--- config.mk ---
export PLATFORM = sky130hd
export DESIGN_NAME = id_ex_operand_stage
export DESIGN_NICKNAME = d
export VERILOG_FILES = /design/src/rtl/id_ex_operand_stage.sv
export SDC_FILE = /design/constraint.sdc
export NUM_CORES = 1
export LEC_CHECK = 0
export BUFFER_PORTS_ARGS = -buffer_cell sky130_fd_sc_hd__buf_2
export CAP_MARGIN = 10
export CORE_ASPECT_RATIO = 0.7
export CORE_MARGIN = 3
export CORE_UTILIZATION = 40
export DETAILED_ROUTE_END_ITERATION = 16
export MAX_ROUTING_LAYER = met4
export PLACE_DENSITY = 0.75
export SETUP_SLACK_MARGIN = 0.4
export SYNTH_ARGS = -nofsm -noshare
export SYNTH_HDL_FRONTEND = slang
export SYNTH_SLANG_ARGS = --single-unit
--- constraint.sdc ---
create_clock -name clk -period 1.6 [get_ports clk]
set_clock_uncertainty 0.15 [all_clocks]
set_input_delay 0.16 -clock clk [delete_from_list [all_inputs] [get_ports clk]]
set_output_delay 0.16 -clock clk [all_outputs]
set_load 0.05 [all_outputs]
--- src/rtl/id_ex_operand_stage.sv ---
// ID/EX pipeline register with MEM/WB operand forwarding feeding the ALU.
// Forwarding muxes are built only when EX_OPERAND_FWD_EN is defined; otherwise operands bypass.
module id_ex_operand_stage #(
  parameter int unsigned       DATA_W  = 32,
  parameter int unsigned       REG_AW  = 5,
  parameter int unsigned       CTRL_W  = 5,
  parameter logic [CTRL_W-1:0] ALU_ADD = CTRL_W'(2)
) (
  input  logic              clk,
  input  logic              reset,
  input  logic              stall,
  input  logic              flush,
  input  logic [DATA_W-1:0] id_rd1,
  input  logic [DATA_W-1:0] id_rd2,
  input  logic [DATA_W-1:0] id_imm,
  input  logic [REG_AW-1:0] id_rs,
  input  logic [REG_AW-1:0] id_rt,
  input  logic [REG_AW-1:0] id_write_reg,
  input  logic [CTRL_W-1:0] id_alu_control,
  input  logic              id_alu_src,
  input  logic              id_reg_write,
  input  logic              id_mem_write,
  input  logic              id_mem_to_reg,
  input  logic              mem_reg_write,
  input  logic [REG_AW-1:0] mem_write_reg,
  input  logic [DATA_W-1:0] mem_alu_result,
  input  logic              wb_reg_write,
  input  logic [REG_AW-1:0] wb_write_reg,
  input  logic [DATA_W-1:0] wb_result,
  output logic [DATA_W-1:0] src_a,
  output logic [DATA_W-1:0] src_b,
  output logic [CTRL_W-1:0] sig_alu_control,
  output logic [DATA_W-1:0] ex_write_data,
  output logic [REG_AW-1:0] ex_write_reg,
  output logic              ex_reg_write,
  output logic              ex_mem_write,
  output logic              ex_mem_to_reg
);

  typedef struct packed {
    logic [DATA_W-1:0] rd1;
    logic [DATA_W-1:0] rd2;
    logic [DATA_W-1:0] imm;
    logic [REG_AW-1:0] rs;
    logic [REG_AW-1:0] rt;
    logic [REG_AW-1:0] write_reg;
    logic [CTRL_W-1:0] alu_control;
    logic              alu_src;
    logic              reg_write;
    logic              mem_write;
    logic              mem_to_reg;
  } stage_t;

  stage_t stage_d, stage_q;
  stage_t bubble;

  // Bubble is an add of 0+0 with every side-effect control cleared.
  always_comb begin
    bubble             = '0;
    bubble.alu_control = ALU_ADD;
  end

  always_comb begin
    stage_d = stage_q;
    if (reset || flush) begin
      stage_d = bubble;
    end else if (!stall) begin
      stage_d.rd1         = id_rd1;
      stage_d.rd2         = id_rd2;
      stage_d.imm         = id_imm;
      stage_d.rs          = id_rs;
      stage_d.rt          = id_rt;
      stage_d.write_reg   = id_write_reg;
      stage_d.alu_control = id_alu_control;
      stage_d.alu_src     = id_alu_src;
      stage_d.reg_write   = id_reg_write;
      stage_d.mem_write   = id_mem_write;
      stage_d.mem_to_reg  = id_mem_to_reg;
    end
  end

  always_ff @(posedge clk) begin
    stage_q <= stage_d;
  end

  logic [DATA_W-1:0] fwd_a, fwd_b;

`ifdef EX_OPERAND_FWD_EN
  // MEM is the younger producer, so it takes precedence over WB; r0 is never forwarded.
  always_comb begin
    fwd_a = stage_q.rd1;
    if (mem_reg_write && (mem_write_reg == stage_q.rs) && (stage_q.rs != '0)) begin
      fwd_a = mem_alu_result;
    end else if (wb_reg_write && (wb_write_reg == stage_q.rs) && (stage_q.rs != '0)) begin
      fwd_a = wb_result;
    end
  end

  always_comb begin
    fwd_b = stage_q.rd2;
    if (mem_reg_write && (mem_write_reg == stage_q.rt) && (stage_q.rt != '0)) begin
      fwd_b = mem_alu_result;
    end else if (wb_reg_write && (wb_write_reg == stage_q.rt) && (stage_q.rt != '0)) begin
      fwd_b = wb_result;
    end
  end
`else
  always_comb begin
    fwd_a = stage_q.rd1;
    fwd_b = stage_q.rd2;
  end

  // Forwarding inputs are kept on the port list for drop-in compatibility.
  logic unused_fwd;
  assign unused_fwd = ^{mem_reg_write, mem_write_reg, mem_alu_result,
                        wb_reg_write, wb_write_reg, wb_result, stage_q.rs, stage_q.rt};
`endif

  always_comb begin
    src_a           = fwd_a;
    src_b           = stage_q.alu_src ? stage_q.imm : fwd_b;
    ex_write_data   = fwd_b;
    sig_alu_control = stage_q.alu_control;
    ex_write_reg    = stage_q.write_reg;
    ex_reg_write    = stage_q.reg_write;
    ex_mem_write    = stage_q.mem_write;
    ex_mem_to_reg   = stage_q.mem_to_reg;
  end

endmodule
== After elaboration in Yosys (flattened, before gate mapping) ==
Index checks and enable logic that the tools add are counted.
W data, S select, Z words.

* Bits of input ports: 200
* Flip-flop bits (word level): 110

* Reductions and logical operators: 1
* Mux-type cells: 1

{| class="wikitable"
|+ Operators by type and width
! kind !! count
|-
| $mux W32 || 1
|-
| $logic_or A1 B1 Y1 || 1
|}

== Logic depth before layout (Yosys ltp) ==
* Depth after elaboration: 1
* Gate-level depth with buffers: 4

== Worst setup path before layout ==
No wires, ideal clock.

* Path type: flip-flop to output port
* Start: register stage_q[3] (netlist bit)
* End: output port src_b[10]
* Stages on the path, launching flop included: 4
* Path buffers: 2
* Arrival: 1.126 ns
* Slack: 0.164 ns
* Data required time: 1.290 ns
* Cells stage by stage: dfxtp_1 -> buf_2 -> buf_4 -> mux2_1

* Longest elaborated chain between the ends: 1

{| class="wikitable"
|+ RTL lines
! element !! line !! RTL
|-
| start: declaration || 54 || <nowiki>stage_t stage_d, stage_q;</nowiki>
|-
| start signal: assignment || 83 || <nowiki>stage_q <= stage_d;</nowiki>
|-
| $mux W32 || 121 || <nowiki>src_b = stage_q.alu_src ? stage_q.imm : fwd_b;</nowiki>
|-
| end: declaration || 31 || <nowiki>output logic [DATA_W-1:0] src_b,</nowiki>
|}

No other way between the ends.

== Worst setup path in the final report ==
* Start: register stage_q[3] (netlist bit)
* End: output port src_b[9]

Same word-level chain as after synthesis.

==> reports/results.tsv <==
metric	value	unit
outcome	finished, violations left	
failing checks	negative setup slack	
commonest non-fill, non-tap cells in the layout	buf_2 (112), dlygate4sd3_1 (110), mux2i_1 (109), nor2_1 (109), buf_6 (81)	
fill cell count	785	
Tcrit/Tclk final	108	%
crit path launch	stage_q[3]	
post-synth cell types	12	
H-tree depth reported by CTS	3	
Ports	309	
worst skew pair latency	330	ps
GRT Overall Usage	22.5	%
drt pass-1 iters	4	
worst reg-to-reg path cell count	4	
Clock Tree Root	clkbuf_16	
Post-route DRC	0	
Starting Density	41.6	%
Syn Area/Cell	10.6	um2
final wirelength	15.6	mm
max reg flops	33	
maximum clock path buffer count	2	
critical path arrival	1430	ps
number of max-cap violations	0	
final non-filler cell total	883	
leak pwr	3.79	nW
layout cell share with drive strength beyond 1	49.9	%
CTS tree	yes	
Hold Violations, Final	0	
Port Buffer Count	222	
grt total ovfl	0	
Core Rows	33	
Routed Antenna Nets	0	
clock-pin slew on the worst setup and hold paths	80	ps
Worst setup endpoint	src_b[9]	
Seq/Total Area, Yosys	44.5	%
fin crit period	1740	ps
relative slew slack	60.5	%
Syn. warnings	0	
# nets final	921	
commonest non-fill, non-tap cell in the layout	buf_2	
Mapped Area	0.00495	mm2
syn_nets	665	
CTS Sinks	110	
FF-to-FF End	stage_q[3]	
Core Area	0.0119	mm2
Worst Path Max Fanout	14	
WS Path Type	flip-flop to output pin	
vias in the first global route	4725	
Setup crit end kind	output pin	
worst r2r src	stage_q[3]	
Vias/cell	4.81	
RSZ-0062 raised after global routing	true	
Vias	4243	
pin count of the biggest net entering global routing	59	
# diodes	0	
setup ws final	-136	ps
DR iter-0 viols	105	
drt wl/cell	17.7	um
Die H	99.1	um
Worst-Margin Slew	592	ps
setup violators final	32	
DP HPWL	8.51	mm
Worst Path Required	1290	ps
Area Growth Syn to Fin	62.2	%
initial antenna violation count	0	
Startpoint Class	flip-flop	
GPL Wtd Cong	0.874	
Seq cells post-synth	110	
Tightest Hold Check Type	input pin to flip-flop	
placed cells	753	
Total Die Area	0.0138	mm2
Slew Limit Fails	0	
Mapped Cells	465	
die boundary width	139	um
R2R setup slack	490	ps
fin util	67.5	%
Most flops, register	stage_q	
Max rail drop VDD	0.477	mV
CTS buffer count	9	
wire length of the first global-routing pass	24.3	mm
upper clock frequency limit	576	MHz
power per cell area	807	mW/mm2
==> worst max-delay path, stage by stage (launching register included) <==
cell	delay [ps]
dfxtp_4	420
buf_16	190
mux2_4	330
buf_8	150
==> area by class of cell <==
cell class	count	area, um2	area share [%]
repair buffers	347	3210	40.0
clock buffers	11	253	3.15
clock inverters	5	40.0	0.499
flip-flops and latches	110	2330	29.0
well taps	157	196	2.45
multi-input cells	253	2000	24.9
==> kinds of logic (layout without fill, tap and decap cells) <==
kind of cell,Yosys count,in the layout,share of synthesized area [%]
buf+inv,102,363,17.5
simple gates,111,111,8.54
compound gates,1,1,0.177
mux,141,141,29.3
flops,110,110,44.5
==> cells in the mapped netlist (all sizes together) <==
library cell	count	area share, %
buf	102	17
a211o	1	0.18
or2	1	0.13
dfxtp	110	44
mux2	32	7.3
and2b	1	0.15
mux2i	109	22
nor2	109	8.3
==> worst min path at each step <==
| stage | slack [ps] | startpoint | depth (start not counted) | endpoint |
|---|---|---|---|---|
| 2_1_floorplan | 150 | id_alu_src | 2 | stage_q[3] |
| 3_3_place_gp | 240 | id_rd2[6] | 3 | ex_write_data[6] |
| 3_5_place_dp | 250 | id_rd1[2] | 3 | src_a[2] |
| 4_1_cts | 90 | stall | 3 | src_a[20] |
| 5_1_grt | 110 | stall | 3 | ex_write_reg[3] |
| 6_report | 100 | stall | 3 | src_a[20] |
==> metal layers <==
metal | routed length, um | vias up | GRT usage, %
met5 | 0 | - | -
met4 | 374 | 0 | 7.97
met3 | 1190 | 39 | 6.60
met2 | 7900 | 201 | 38.5
met1 | 6170 | 2030 | 25.3
li1 | - | 1973 | -
==> per-stage QoR <==
stage	power (W)	worst slack, ps	TNS (ps)	hold slack, ps	instance area (um2)
3_5_place_dp	0.00393	135	0	246	5630
5_1_grt	0.00674	-187	-5260	113	8030
3_3_place_gp	0.00390	156	0	238	5630
2_1_floorplan	0.00376	334	0	154	5090
6_report	0.00648	-136	-3530	104	8030
4_1_cts	0.00646	-177	-3920	94.1	7780
==> report_power, final <==
part           leakage (nW)  total [W]  switching (W)  internal [W]
Clock                 0.147    0.00219        0.00103       0.00116
Combinational          2.71    0.00138       0.000702      0.000683
Sequential            0.934    0.00291      0.0000819       0.00283
==> timing repair <==
| action | CTS | global route |
|---|---|---|
| setup buffers | 0 | 1 |
| gates cloned | 1 | 1 |
| resized for setup | 259 | 82 |
| setup endpoints to repair | 109 | 88 |
| hold buffers | 111 | 0 |
| hold endpoints to repair | 110 | 0 |
Power figures use the tool's default switching activity.
